[src/rtl/sync_fifo_pkg.sv]
// Shared definitions for the sync_fifo_rv block.
//   ptr_width()  : pointer width for a given depth (address bits plus one wrap bit)
//   is_pow2()    : legality test for the DEPTH parameter
//   ptr_t        : read/write pointer type for the default depth
package sync_fifo_pkg;

  function automatic int unsigned ptr_width(input int unsigned depth);
    return $clog2(depth) + 1;
  endfunction

  function automatic bit is_pow2(input int unsigned depth);
    return (depth >= 2) && ((depth & (depth - 1)) == 0);
  endfunction

  localparam int unsigned DefaultDepth = 4;
  localparam int unsigned PtrW         = ptr_width(DefaultDepth);

  typedef logic [PtrW-1:0] ptr_t;

endpackage

[src/rtl/sync_fifo_mem.sv]
// DEPTH x WIDTH register array: one synchronous write port, one asynchronous read port.
// Contents are never reset; validity is tracked by the pointers in the parent.
// Ports:
//   clk      rising-edge clock
//   wr_en    write strobe, stores wr_data at wr_addr
//   wr_addr  write address
//   wr_data  write word
//   rd_addr  read address
//   rd_data  word at rd_addr (combinational)
module sync_fifo_mem
  import sync_fifo_pkg::*;
#(
  parameter int unsigned WIDTH = 32,
  parameter int unsigned DEPTH = DefaultDepth
) (
  input  logic                     clk,
  input  logic                     wr_en,
  input  logic [$clog2(DEPTH)-1:0] wr_addr,
  input  logic [WIDTH-1:0]         wr_data,
  input  logic [$clog2(DEPTH)-1:0] rd_addr,
  output logic [WIDTH-1:0]         rd_data
);

  localparam int unsigned AddrW = ptr_width(DEPTH) - 1;

  logic [WIDTH-1:0] mem_q [DEPTH];

  always_ff @(posedge clk) begin
    if (wr_en) begin
      mem_q[wr_addr] <= wr_data;
    end
  end

  assign rd_data = mem_q[AddrW'(rd_addr)];

endmodule

[src/rtl/sync_fifo_rv.sv]
// Single-clock FIFO with valid/ready handshakes on both sides, first-word fall-through.
// One write and one read may complete every cycle; order is preserved.
// Optional feature: define SYNC_FIFO_LEVEL_EN to add the `level` occupancy output.
// Ports:
//   clk       rising-edge clock
//   reset     asynchronous, active-high reset
//   wr_data   write word
//   wr_valid  producer offers wr_data
//   wr_ready  FIFO not full
//   rd_data   head-of-queue word (valid while rd_valid)
//   rd_valid  FIFO not empty
//   rd_ready  consumer takes rd_data
//   level     (SYNC_FIFO_LEVEL_EN only) current occupancy, 0..DEPTH
module sync_fifo_rv
  import sync_fifo_pkg::*;
#(
  parameter int unsigned WIDTH = 32,
  parameter int unsigned DEPTH = DefaultDepth
) (
  input  logic                           clk,
  input  logic                           reset,
  input  logic [WIDTH-1:0]               wr_data,
  input  logic                           wr_valid,
  output logic                           wr_ready,
  output logic [WIDTH-1:0]               rd_data,
  output logic                           rd_valid,
  input  logic                           rd_ready
`ifdef SYNC_FIFO_LEVEL_EN
  ,
  output logic [$clog2(DEPTH+1)-1:0]     level
`endif
);

  localparam int unsigned AddrW   = PtrW - 1;
  localparam bit          DepthOk = is_pow2(DEPTH) && (ptr_width(DEPTH) == PtrW);

  // ptr_t is sized for DefaultDepth; reject any depth it cannot address.
  if (!DepthOk) begin : gen_depth_check
    $error("sync_fifo_rv: DEPTH must be a power of two >= 2 matching ptr_t");
  end

  ptr_t wr_ptr_q, wr_ptr_d;
  ptr_t rd_ptr_q, rd_ptr_d;
  logic full, empty;
  logic wr_fire, rd_fire;

  // Extra wrap bit distinguishes full (MSBs differ) from empty (all bits equal).
  assign full  = (wr_ptr_q[PtrW-1] != rd_ptr_q[PtrW-1]) &&
                 (wr_ptr_q[AddrW-1:0] == rd_ptr_q[AddrW-1:0]);
  assign empty = (wr_ptr_q == rd_ptr_q);

  // Flags depend on pointer registers only, never on the handshake inputs.
  assign wr_ready = ~full;
  assign rd_valid = ~empty;

  assign wr_fire = wr_valid & wr_ready;
  assign rd_fire = rd_valid & rd_ready;

  always_comb begin
    wr_ptr_d = wr_ptr_q;
    rd_ptr_d = rd_ptr_q;
    if (wr_fire) begin
      wr_ptr_d = wr_ptr_q + ptr_t'(1);
    end
    if (rd_fire) begin
      rd_ptr_d = rd_ptr_q + ptr_t'(1);
    end
  end

  always_ff @(posedge clk or posedge reset) begin
    if (reset) begin
      wr_ptr_q <= '0;
      rd_ptr_q <= '0;
    end else begin
      wr_ptr_q <= wr_ptr_d;
      rd_ptr_q <= rd_ptr_d;
    end
  end

  sync_fifo_mem #(
    .WIDTH (WIDTH),
    .DEPTH (DEPTH)
  ) u_mem (
    .clk     (clk),
    .wr_en   (wr_fire),
    .wr_addr (wr_ptr_q[AddrW-1:0]),
    .wr_data (wr_data),
    .rd_addr (rd_ptr_q[AddrW-1:0]),
    .rd_data (rd_data)
  );

`ifdef SYNC_FIFO_LEVEL_EN
  localparam int unsigned LevelW = $clog2(DEPTH + 1);

  logic [LevelW-1:0] level_q, level_d;

  always_comb begin
    level_d = level_q;
    case ({wr_fire, rd_fire})
      2'b10:   level_d = level_q + LevelW'(1);
      2'b01:   level_d = level_q - LevelW'(1);
      default: level_d = level_q;
    endcase
  end

  always_ff @(posedge clk or posedge reset) begin
    if (reset) begin
      level_q <= '0;
    end else begin
      level_q <= level_d;
    end
  end

  assign level = level_q;
`endif

endmodule

[config.mk]
export PLATFORM = sky130hd
export DESIGN_NAME = sync_fifo_rv
export DESIGN_NICKNAME = d
export VERILOG_FILES = /design/src/rtl/sync_fifo_pkg.sv /design/src/rtl/sync_fifo_mem.sv /design/src/rtl/sync_fifo_rv.sv
export SDC_FILE = /design/constraint.sdc
export NUM_CORES = 1
export LEC_CHECK = 0
export BUFFER_PORTS_ARGS = -buffer_cell sky130_fd_sc_hd__buf_2
export CORE_ASPECT_RATIO = 0.8
export CORE_UTILIZATION = 55
export CTS_BUF_LIST = sky130_fd_sc_hd__clkbuf_8
export CTS_CLUSTER_DIAMETER = 30
export CTS_CLUSTER_SIZE = 10
export DETAILED_ROUTE_END_ITERATION = 12
export GPL_ROUTABILITY_DRIVEN = 0
export HOLD_SLACK_MARGIN = 0.15
export PLACE_DENSITY = 0.86
export SLEW_MARGIN = 20
export SYNTH_ARGS = -nofsm -noshare
export SYNTH_HDL_FRONTEND = slang
export SYNTH_SLANG_ARGS = --single-unit
[constraint.sdc]
create_clock -name clk -period 3.1 [get_ports clk]
set_input_delay 0.31 -clock clk [delete_from_list [all_inputs] [get_ports clk]]
set_output_delay 0.31 -clock clk [all_outputs]
set_load 0.01 [all_outputs]
---- After elaboration in Yosys (flattened, before gate mapping) ----
Memory sizes are Yosys's and may differ from the RTL's.
Cells that the tools add are included.
Widths: inputs -> output; s select.
storage, ports and cells
  memories kept ........................... 1
  logic and storage cells ................. 15
  RAM bits ................................ 128
  register bits ........................... 6
memories
  name         words  width  rd ports  clocked after memory_dff  write ports  line                 RTL
  u_mem.mem_q  4      32     1         0                         1            sync_fifo_mem.sv:26  logic [WIDTH-1:0] mem_q [DEPTH];
operators by class
  muxes and demuxes ....................... 2
  reduce and logical (&&, ||, !) cells .... 1
  bitwise gates (word level) .............. 4
  add/subtract/negate cells ............... 2
  eq/ne operators ......................... 3
operators with widths
  kind                 number
  $add 3x1->3 const B  2
  $eq 3x3->1           1
  $and 1x1->1          2
  $eq 2x2->1           1
  $mux 1               2
  $not 1->1            2
  $logic_and 1x1->1    1
  $ne 1x1->1           1

---- Depth between registers and ports, before layout ----
Gate-level depths: netlist of the first run.
  word-level depth ........................ 6
  depth in mapped cells ................... 5
  mapped depth without buffers ............ 5

---- Modules after synthesis ----
From an unflattened synthesis of the first run, not the netlist that was laid out.
second synthesis, totals
  cells, all modules ...................... 215
  area total of the unflattened synthesis .. 5,101.1 sq um
modules (own cells, without submodules)
  module         cells each  area an instance (sq um)  times used  sequential area each (sq um)
  sync_fifo_mem  171         4,689.5                   1           3,843.7
  sync_fifo_rv   44          411.6                     1           150.1

---- Least setup slack after synthesis of the first run ----
OpenSTA, ideal clock, no wires.
  path type ............................... register to register
  start point ............................. register rd_ptr_q[1]
  end point ............................... memory u_mem.mem_q[1][0], enable pin
  setup time .............................. 392 ps
  setup slack ............................. 882 ps
  data required time ...................... 2,708 ps
  path buffers ............................ 1
  cell stages (with the launch flop) ...... 5
  clock period less this slack ............ 2,218 ps
  arrival ................................. 1,825 ps
  cells stage by stage .................... dfrtp_1 > buf_4 > xor2_2 > or3_4 > and3_1
between the ends
  longest elaborated chain between the ends .. 6
ends and longest elaborated chain
  element                       line                 RTL
  start, declared               sync_fifo_rv.sv:43   ptr_t rd_ptr_q, rd_ptr_d;
  start signal, assigned        sync_fifo_rv.sv:76   rd_ptr_q <= rd_ptr_d;
  $eq 2x2->1                    sync_fifo_rv.sv:49   (wr_ptr_q[AddrW-1:0] == rd_ptr_q[AddrW-1:0]);
  $logic_and 1x1->1             sync_fifo_rv.sv:48   assign full = (wr_ptr_q[PtrW-1] != rd_ptr_q[PtrW-1]) &&
  $not 1->1                     sync_fifo_rv.sv:53   assign wr_ready = ~full;
  via wr_ready                  sync_fifo_rv.sv:24   output logic wr_ready,
  $and 1x1->1                   sync_fifo_rv.sv:56   assign wr_fire = wr_valid & wr_ready;
  $mux 1                        sync_fifo_mem.sv:29  if (wr_en) begin
  $mux 1 (implied by the code)  sync_fifo_mem.sv:30  mem_q[wr_addr] <= wr_data;
  end, declared                 sync_fifo_mem.sv:26
The timed path passes the listed nets, and every way through them passes these cells.

---- Final worst setup path of the first run ----
  start point ............................. register rd_ptr_q[0]
  end point ............................... output rd_data[4]
between the ends
  longest elaborated chain between the ends .. 1
ends and longest elaborated chain
  element        line                RTL
  $mem_v2 4x32   n/a
  end, declared  sync_fifo_rv.sv:25  output logic [WIDTH-1:0] rd_data,
Every way passes these cells.

==> results of run 1 <==
what timing repair did:
item	CTS	global route
hold buffers	33	0
resized for setup	0	0
hold endpoints to repair	134	0
logic make-up after synthesis:
kind of cell    count (synthesis)  synth area share (%)
xor+xnor                        8                  1.89
compound gates                 13                  1.77
mux                            32                  14.2
flops                         134                  78.4
fa+ha+maj                       5                  1.23
buf+inv                        12                  1.33
simple gates                   10                  1.20
sequential cells by signal, indices dropped and copies added (netlist names):
register,flops
rd_ptr_q,3
u_mem.mem_q,128
wr_ptr_q,3
cell type report:
type,instances,share of cell area [%]
flip-flops and latches,134,63.7
multi-input cells,68,16.5
repair buffers,104,11.0
clock buffers,17,3.73
clock inverters,14,2.53
well taps,115,2.29
inverters,4,0.239
where the power goes:
group | switching, mW | internal (mW)
clock network | 0.638 | 0.784
logic | 0.973 | 0.815
registers | 0.141 | 2.42
cell usage after synthesis:
cell | count | area, um^2
a211oi_1 | 2 | 15.0
a21oi_1 | 4 | 20.0
and3_1 | 3 | 18.8
buf_4 | 4 | 30.0
buf_6 | 1 | 11.3
clkbuf_1 | 3 | 11.3
dfrtp_1 | 6 | 150
edfxtp_1 | 128 | 3840
ha_1 | 5 | 62.6
inv_1 | 4 | 15.0
mux4_2 | 32 | 721
nand2_1 | 2 | 7.51
nand2b_1 | 2 | 12.5
nor3_1 | 1 | 5.00
o21a_1 | 1 | 7.51
o311a_1 | 1 | 10.0
o31ai_1 | 5 | 37.5
or3_1 | 1 | 6.26
or3_4 | 1 | 11.3
xnor2_1 | 4 | 35.0
xor2_1 | 2 | 17.5
xor2_2 | 1 | 16.3
xor2_4 | 1 | 27.5
critical path, stage by stage, from the launching register on:
cell	delay (ps)
dfrtp_2	420
buf_4	590
mux4_2	620
buf_2	170
metrics by stage:
step           instance area, um^2  setup slack, ps  std cells
3_5_place_dp                  5550              905        392
3_3_place_gp                  5550              972        392
4_1_cts                       6270              505        456
2_1_floorplan                 5090              882        214
5_1_grt                       6270              408        456
6_report                      6270              583        456
routing by layer:
metal	track usage [%]	part of all wire, %	wire [um]	up-vias
li1	-	-	-	1131
met1	25.1	42	3710	1289
met2	34.8	52	4600	99
met3	5.65	5.1	450	10
met4	7.03	1.0	89	0
met5	0	0	0	-
path summary, 6_finish.rpt:
path	to	cells past startpoint	slack, ps
worst max register to register	u_mem.mem_q[0][1]$_DFFE_PP_	3	910
worst min-delay path	rd_ptr_q[2]$_DFFE_PP0P_	3	210
worst max-delay path	rd_data[4]	3	580
worst min register to register	wr_ptr_q[2]$_DFFE_PP0P_	1	580
max in group asynchronous	rd_ptr_q[0]$_DFFE_PP0P_	3	2480
min in group asynchronous	wr_ptr_q[1]$_DFFE_PP0P_	3	370
==> results.py, run 1 <==
metrics = {
    "finish": {
        "fin_nets": 370,
        "antennaDiodeCount": 0,
        "multiInputGateArea_um2": 1040,
        "final_cell_mix": "edfxtp_1, buf_2, dlygate4sd3_1",
        "fin_util_pct": 69.4,
        "area.growth.synth_to_final_pct": 23.2,
        "drive_above_1_share_pct": 40.8,
        "ff_latch_area_um2": 4000,
        "final_common_cell": "edfxtp_1",
        "num-fill-cells": 556,
    },
    "setup_path": {
        "rr_startpoint": "wr_ptr_q[2]$_DFFE_PP0P_",
        "crit_path_start_kind": "register",
        "critPathLaunch": "rd_ptr_q[0]$_DFFE_PP0P_",
        "path_max_fanout": 35,
        "end_kind": "output pin",
        "crit_type": "register to output pin",
        "worstPathArrival_ps": 2210,
        "critical_path_required_ps": 2790,
    },
    "power": {
        "cellLeakagePower_nw": 2.18,
        "power.density_nw_per_um2": 920,
        "peakVddDrop_uv": 551,
        "fin_total_pwr_mw": 5.77,
    },
    "die": {
        "die_x_um": 110,
        "fp.coreArea_um2": 9040,
        "start_util_pct": 56.3,
        "dieHeight_um": 88.1,
        "io_pins": 70,
        "num_rows": 31,
        "dieArea_um2": 9650,
    },
    "global_routing": {
        "antenna_found_initial": 0,
        "grt_usage_pct": 20.3,
        "grt_pass1_vias": 2663,
        "overflow": 0,
        "grt_pass1_wl_um": 13500,
        "grt_max_degree": 37,
    },
    "logic_synthesis": {
        "syn-num-nets": 255,
        "synth.avg_cell_area_um2": 23.8,
        "ys_ff_latch": 134,
        "syn_area_um2": 5090,
        "yosys_warnings": 0,
        "synthDistinctLibCells": 23,
        "syn_inst": 214,
        "yosysSeqAreaShare_pct": 78.4,
    },
    "drt": {
        "wl_per_cell_um": 19.4,
        "drtPass1Iterations": 4,
        "initialDrtViolationCount": 168,
        "post-route-drc-count": 0,
        "vias_per_cell": 5.55,
        "via_count": 2529,
        "routed_wl_um": 8850,
        "drtAntennaViolNets": 0,
    },
    "sta": {
        "slew_viol_final": 0,
        "fin_crit_ps": 2520,
        "skew_ps": 10.0,
        "worstMarginPinSlew_ps": 943,
        "max_freq_mhz": 397,
        "slew_headroom_pct": 37.1,
        "final.setup.tns_ps": 0,
        "finalCritPeriodShare_pct": 81.2,
        "setup_viol": 0,
        "rsz0062_at_grt": "false",
        "hold_viol_final": 0,
        "whs_ps": 213,
    },
    "clock_network": {
        "clk_path_buf_depth": 2,
        "cts-root-buf": "clkbuf_8",
        "cts_setup_buffers": 0,
        "clk_latency_ps": 410,
        "cts_made_buffers": 17,
        "cts_tree": "done",
        "cts.sinks": 134,
        "cts-htree-levels": 4,
        "clk_pin_slew_worst_paths_ps": 70,
    },
    "worst_hold_path": {
        "min_path_type": "input pin to register",
        "min_from": "rd_ready",
    },
    "flow_run": {
        "maxCapViolCount": 0,
    },
    "placement": {
        "post-dp-hpwl_um": 5010,
        "portBuffers": 69,
    },
    "run_status": {
        "outcome": "finished, final reports clean",
    },
}
Note: power is estimated with default switching activity, not from simulation.
==> run 2, diff against run 1 <==
- CORE_UTILIZATION: 55 -> 53
- clock period: 3.1 -> 2.3 ns (I/O delays scaled with it)
==> run 2 against run 1 <==
  * The run now ends with DRC left
  * Die area increased by 3.7%
  * Global-route usage shrank 0.74 points
  * Final area is 0.12% lower
  * Clock-buffer cell count unchanged
  * Power grew 32%
  * Critical path depth is the same
  * Sequential share of layout area grew 0.076 points
  * Sequential power is 34% higher
  * Utilization fell by 1.3 points
  * Register-to-register slack got worse by 660 ps
  * Setup slack worse by 410 ps
  * Flip-flop and latch count did not move
  * Critical endpoint is now rd_data[24]
==> results.py, run 2 (synthesized netlist as in run 1, its figures left out) <==
metrics = {
    "setup_path": {
        "crit_buf_inv": 2,
        "critical_path_required_ps": 2070,
        "critPathMaxStageDelay_ps": 570,
        "crit_path_start_kind": "register",
        "worstPathArrival_ps": 1900,
        "crit_type": "register to output pin",
        "path_delay_family": "multiplexers",
        "crit_slowest_cell": "mux4_2",
        "end_kind": "output pin",
        "path_cells": "buf_12, mux4_2, buf_2",
        "path_max_fanout": 35,
    },
    "clock_network": {
        "cts-htree-levels": 4,
        "cts_setup_buffers": 0,
        "cts.sinks": 134,
        "clk_path_buf_depth": 2,
        "cts_made_buffers": 17,
        "cts_tree": "done",
        "clk_latency_ps": 420,
        "clk_pin_slew_worst_paths_ps": 70,
        "cts-root-buf": "clkbuf_8",
    },
    "sta": {
        "fin_crit_ps": 2130,
        "worstMarginPinSlew_ps": 952,
        "setup_viol": 0,
        "fin_ws_ps": 170,
        "slew_viol_final": 0,
        "skew_ps": 8.59,
        "slew_headroom_pct": 36.5,
        "rsz0062_at_grt": "false",
        "finalCritPeriodShare_pct": 92.6,
        "hold_viol_final": 0,
        "final.setup.tns_ps": 0,
        "max_freq_mhz": 469,
    },
    "die": {
        "num_rows": 31,
        "die_x_um": 112,
        "dieHeight_um": 89.7,
        "io_pins": 70,
        "dieArea_um2": 10000,
        "fp.coreArea_um2": 9190,
        "start_util_pct": 55.4,
    },
    "finish": {
        "fin_util_pct": 68.2,
        "regMostFlops": "u_mem.mem_q",
        "fin_nets": 375,
        "area.growth.synth_to_final_pct": 23.1,
        "final_common_cell": "edfxtp_1",
        "final_cell_mix": "edfxtp_1, buf_2, dlygate4sd3_1",
        "reg_top3": "u_mem.mem_q (128), rd_ptr_q (3), wr_ptr_q (3)",
        "largest_reg_flops": 128,
        "drive_above_1_share_pct": 40.9,
        "antennaDiodeCount": 0,
    },
    "power": {
        "peakVddDrop_uv": 576,
        "pwr-share-seq_pct": 45.3,
        "swShare_pct": 30.8,
        "power.density_nw_per_um2": 1210,
        "cellLeakagePower_nw": 2.20,
        "p_int_mw": 5.27,
        "netSwitchingPower_mw": 2.34,
        "clkPwrFrac_pct": 21.6,
        "combPwrFrac_pct": 33.1,
    },
    "run_status": {
        "outcome": "complete, but fails checks",
        "violations": "DRC",
    },
    "placement": {
        "portBuffers": 69,
        "post-dp-hpwl_um": 4980,
        "dp_slack_ps": 211,
    },
    "drt": {
        "vias_per_cell": 5.47,
        "highest_layer": "met4",
        "wl_met3_um": 471,
        "via_count": 2529,
        "drt-met1-wl_um": 3670,
        "wl_per_cell_um": 19.0,
        "drtPass1Iterations": 8,
        "post-route-drc-count": 5,
        "drtAntennaViolNets": 0,
        "routed_wl_um": 8780,
        "initialDrtViolationCount": 201,
        "wl_met2_um": 4500,
    },
    "global_routing": {
        "antenna_found_initial": 0,
        "grt_pass1_wl_um": 13800,
        "grt_max_degree": 37,
        "overflow": 0,
        "grt_usage_pct": 19.5,
        "grt_pass1_vias": 2721,
    },
    "worst_hold_path": {
        "min_path_type": "input pin to async pin",
    },
    "flow_run": {
        "maxCapViolCount": 0,
    },
}
[run 2: cell types whose count changed in the layout (fill, tap and decap cells not counted), sizes merged]
cell / delta
clkinv: +6
buf: +3
dlygate4sd3: +2
bufinv: -2
inv: -1
clkinvlp: -2
[run 2: path summary, 6_finish.rpt]
kind / slack (ps) / start / to / cells past startpoint
max in group asynchronous: 1830 / reset / rd_ptr_q[1]$_DFFE_PP0P_ / 3
worst max-delay path: 170 / rd_ptr_q[0]$_DFFE_PP0P_ / rd_data[24] / 3
worst max register to register: 250 / wr_ptr_q[2]$_DFFE_PP0P_ / u_mem.mem_q[0][16]$_DFFE_PP_ / 3
worst min register to register: 560 / wr_ptr_q[2]$_DFFE_PP0P_ / wr_ptr_q[2]$_DFFE_PP0P_ / 1
worst min-delay path: 260 / reset / wr_ptr_q[1]$_DFFE_PP0P_ / 3
min in group clk: 560 / wr_ptr_q[2]$_DFFE_PP0P_ / wr_ptr_q[2]$_DFFE_PP0P_ / 1
[run 2: what timing repair did]
item / 4_1_cts / 5_1_grt
hold endpoints to repair: 137 / 0
resized for setup: 2 / 1
hold buffers: 35 / 0
endpoints found under the setup margin: 32 / 17
[run 2: per-stage QoR]
step	total power, mW	hold slack (ps)	area, um^2	instances
3_3_place_gp	5.90	157	5570	395
5_1_grt	8.01	266	6270	462
3_5_place_dp	5.99	159	5570	395
6_report	7.61	260	6270	462
4_1_cts	7.70	246	6260	462
2_1_floorplan	5.14	21.0	5090	214
[run 2: routing by layer]
layer | GRT usage (%) | vias up
li1 | - | 1144
met1 | 22.7 | 1295
met2 | 33.8 | 75
met3 | 5.37 | 15
met4 | 11.5 | 0
met5 | 0 | -
[run 2: worst min-delay path: cells and delay by family]
kind | cells | cell delay [ps]
buffers and inverters | 3 | 830
[run 2: power by group through the flow]
stage / sequential, mW / combinational (mW) / clock (mW)
finish: 3.45 / 2.52 / 1.64
floorplan: 3.43 / 1.71 / 0
global route: 3.49 / 2.75 / 1.77
global placement: 3.46 / 2.44 / 0
detailed placement: 3.50 / 2.49 / 0
CTS: 3.45 / 2.56 / 1.68
[run 2: layout make-up]
| class | count | area (um^2) |
|---|---|---|
| multi-input cells | 68 | 1040 |
| clock inverters | 15 | 96.3 |
| clock buffers | 17 | 234 |
| inverters | 4 | 15.0 |
| repair buffers | 109 | 746 |
| flip-flops and latches | 134 | 4000 |
| fillers | 598 | 2930 |
| well taps | 115 | 144 |
==> run 3, diff against run 2 <==
- PLACE_DENSITY: 0.86 -> 0.77
==> run 3 against run 2 <==
  * The flow still finishes with violations (DRC)
  * Critical path type unchanged
  * Register-to-register slack improved by 140 ps
  * Combinational power rose by 2%
  * Largest cell class unchanged
  * Sequential share of layout area shrank 1.4 points
  * Utilization increased by 1.6 points
  * Largest power group unchanged
  * Power increased by 4.7%
  * Non-clock buffer count rose by 7
  * Final area rose by 2.3%
==> results.py, run 3 (synthesized netlist as in run 1, its figures left out) <==
metrics = {
    "drt": {
        "wl_per_cell_um": 18.3,
        "drtPass1Iterations": 8,
        "initialDrtViolationCount": 132,
        "post-route-drc-count": 14,
        "drtAntennaViolNets": 0,
        "via_count": 2539,
        "routed_wl_um": 8610,
        "vias_per_cell": 5.41,
    },
    "worst_hold_path": {
        "min_path_type": "input pin to async pin",
    },
    "setup_path": {
        "end_kind": "output pin",
        "crit_type": "register to output pin",
        "critical_path_required_ps": 2070,
        "critPathLaunch": "rd_ptr_q[0]$_DFFE_PP0P_",
        "crit_path_start_kind": "register",
        "path_max_fanout": 35,
        "rr_startpoint": "wr_ptr_q[0]$_DFFE_PP0P_",
        "worstPathArrival_ps": 1890,
    },
    "power": {
        "p_int_mw": 5.63,
        "clkPwrFrac_pct": 24.6,
        "power.density_nw_per_um2": 1240,
        "peakVddDrop_uv": 949,
        "swShare_pct": 29.3,
        "netSwitchingPower_mw": 2.34,
        "pwr-share-seq_pct": 43.1,
        "cellLeakagePower_nw": 2.28,
        "combPwrFrac_pct": 32.3,
    },
    "global_routing": {
        "antenna_found_initial": 0,
        "grt_busiest_layer": "met2",
        "grt_max_degree": 37,
        "grt_util_met3_pct": 6.51,
        "overflow": 0,
        "grtUsageMet2_pct": 31.7,
        "grt_pass1_wl_um": 13300,
        "use_met1_pct": 24.0,
        "grt_usage_pct": 19.2,
        "grt_pass1_vias": 2620,
    },
    "finish": {
        "fin_nets": 382,
        "reg_top3": "u_mem.mem_q (128), rd_ptr_q (3), wr_ptr_q (3)",
        "num-fill-cells": 567,
        "antennaDiodeCount": 0,
        "final_cell_mix": "edfxtp_1, buf_2, dlygate4sd3_1",
        "final_common_cell": "edfxtp_1",
        "post_layout_nonfiller_instances": 469,
        "area.growth.synth_to_final_pct": 25.9,
        "regMostFlops": "u_mem.mem_q",
        "fin_util_pct": 69.8,
        "largest_reg_flops": 128,
        "drive_above_1_share_pct": 42.9,
    },
    "clock_network": {
        "cts_made_buffers": 17,
        "clk_latency_ps": 420,
        "cts_resized": 0,
        "cts_tree": "done",
        "cts.sinks": 134,
        "cts-htree-levels": 4,
        "cts_setup_buffers": 0,
        "clk_path_buf_depth": 2,
        "cts-root-buf": "clkbuf_8",
        "clk_pin_slew_worst_paths_ps": 70,
    },
    "sta": {
        "rsz0062_at_grt": "false",
        "hold_viol_final": 0,
        "final.setup.tns_ps": 0,
        "max_freq_mhz": 471,
        "slew_viol_final": 0,
        "finalCritPeriodShare_pct": 92.3,
        "skew_ps": 8.27,
        "worstMarginPinSlew_ps": 502,
        "fin_crit_ps": 2120,
        "setup_viol": 0,
        "slew_headroom_pct": 66.5,
    },
    "placement": {
        "post-dp-hpwl_um": 5020,
        "placed_cells": 402,
        "portBuffers": 69,
    },
    "die": {
        "dieHeight_um": 89.7,
        "fp.coreArea_um2": 9190,
        "io_pins": 70,
        "num_rows": 31,
        "start_util_pct": 55.4,
        "dieArea_um2": 10000,
        "die_x_um": 112,
    },
    "flow_run": {
        "maxCapViolCount": 0,
    },
    "run_status": {
        "outcome": "complete, but fails checks",
        "violations": "DRC",
    },
}
run 3: cell count changes in the layout (fill, tap and decap cells not counted):
cell and delta:
buf_12 +1, buf_4 +6, bufinv_16 +2, clkbuf_8 +3, clkinv_1 -4, clkinv_2 -2
inv_1 +1
run 3: repair_timing:
action                                 in CTS  in global routing
endpoints found under the hold margin     138                  0
setup endpoints to repair                   0                  0
hold buffers                               35                  0
run 3: metal layers:
| layer | vias up | wire, um |
|---|---|---|
| met1 | 1300 | 3790 |
| li1 | 1154 | - |
| met4 | 0 | 131 |
| met2 | 72 | 4280 |
| met5 | - | 0 |
| met3 | 13 | 411 |
run 3: cell type report:
class | instances | area [um^2] | share of cell area (%)
Clock buffer | 20 | 275 | 4.29
Clock inverter | 12 | 135 | 2.11
Inverter | 4 | 15.0 | 0.234
Multi-Input combinational cell | 68 | 1040 | 16.2
Sequential cell | 134 | 4000 | 62.3
Tap cell | 115 | 144 | 2.24
Timing Repair Buffer | 116 | 811 | 12.6
run 3: critical path, cell delays in order, from the launching register on:
cell     delay, ps
dfrtp_2        440
buf_12         300
mux4_2         570
buf_2          160
run 3: worst paths after layout:
| kind | endpoint | slack (ps) | depth (start not counted) |
|---|---|---|---|
| max | rd_data[6] | 180 | 3 |
| min | rd_ptr_q[1]$_DFFE_PP0P_ | 260 | 3 |
| max reg2reg | u_mem.mem_q[0][27]$_DFFE_PP_ | 390 | 4 |
| min reg2reg | rd_ptr_q[2]$_DFFE_PP0P_ | 560 | 2 |
| max in group asynchronous | rd_ptr_q[0]$_DFFE_PP0P_ | 1820 | 3 |
| min in group clk | u_mem.mem_q[1][7]$_DFFE_PP_ | 550 | 2 |
run 3: power groups by stage:
| stage | sequential (mW) | clock [mW] | combinational, mW |
|---|---|---|---|
| global placement | 3.46 | 0 | 2.54 |
| finish | 3.43 | 1.96 | 2.57 |
| CTS | 3.44 | 2.00 | 2.63 |
| detailed placement | 3.49 | 0 | 2.56 |
| floorplan | 3.43 | 0 | 1.71 |
| global route | 3.47 | 2.10 | 2.80 |
run 3: per-stage QoR:
| step | power (mW) | hold slack, ps | area (um^2) | setup WS (ps) |
|---|---|---|---|---|
| floorplan | 5.14 | 21.0 | 5090 | 82.5 |
| global placement | 6.00 | 167 | 5650 | 461 |
| detailed placement | 6.05 | 162 | 5650 | 413 |
| CTS | 8.06 | 238 | 6410 | 117 |
| global route | 8.38 | 276 | 6410 | 58.7 |
| finish | 7.96 | 256 | 6410 | 177 |
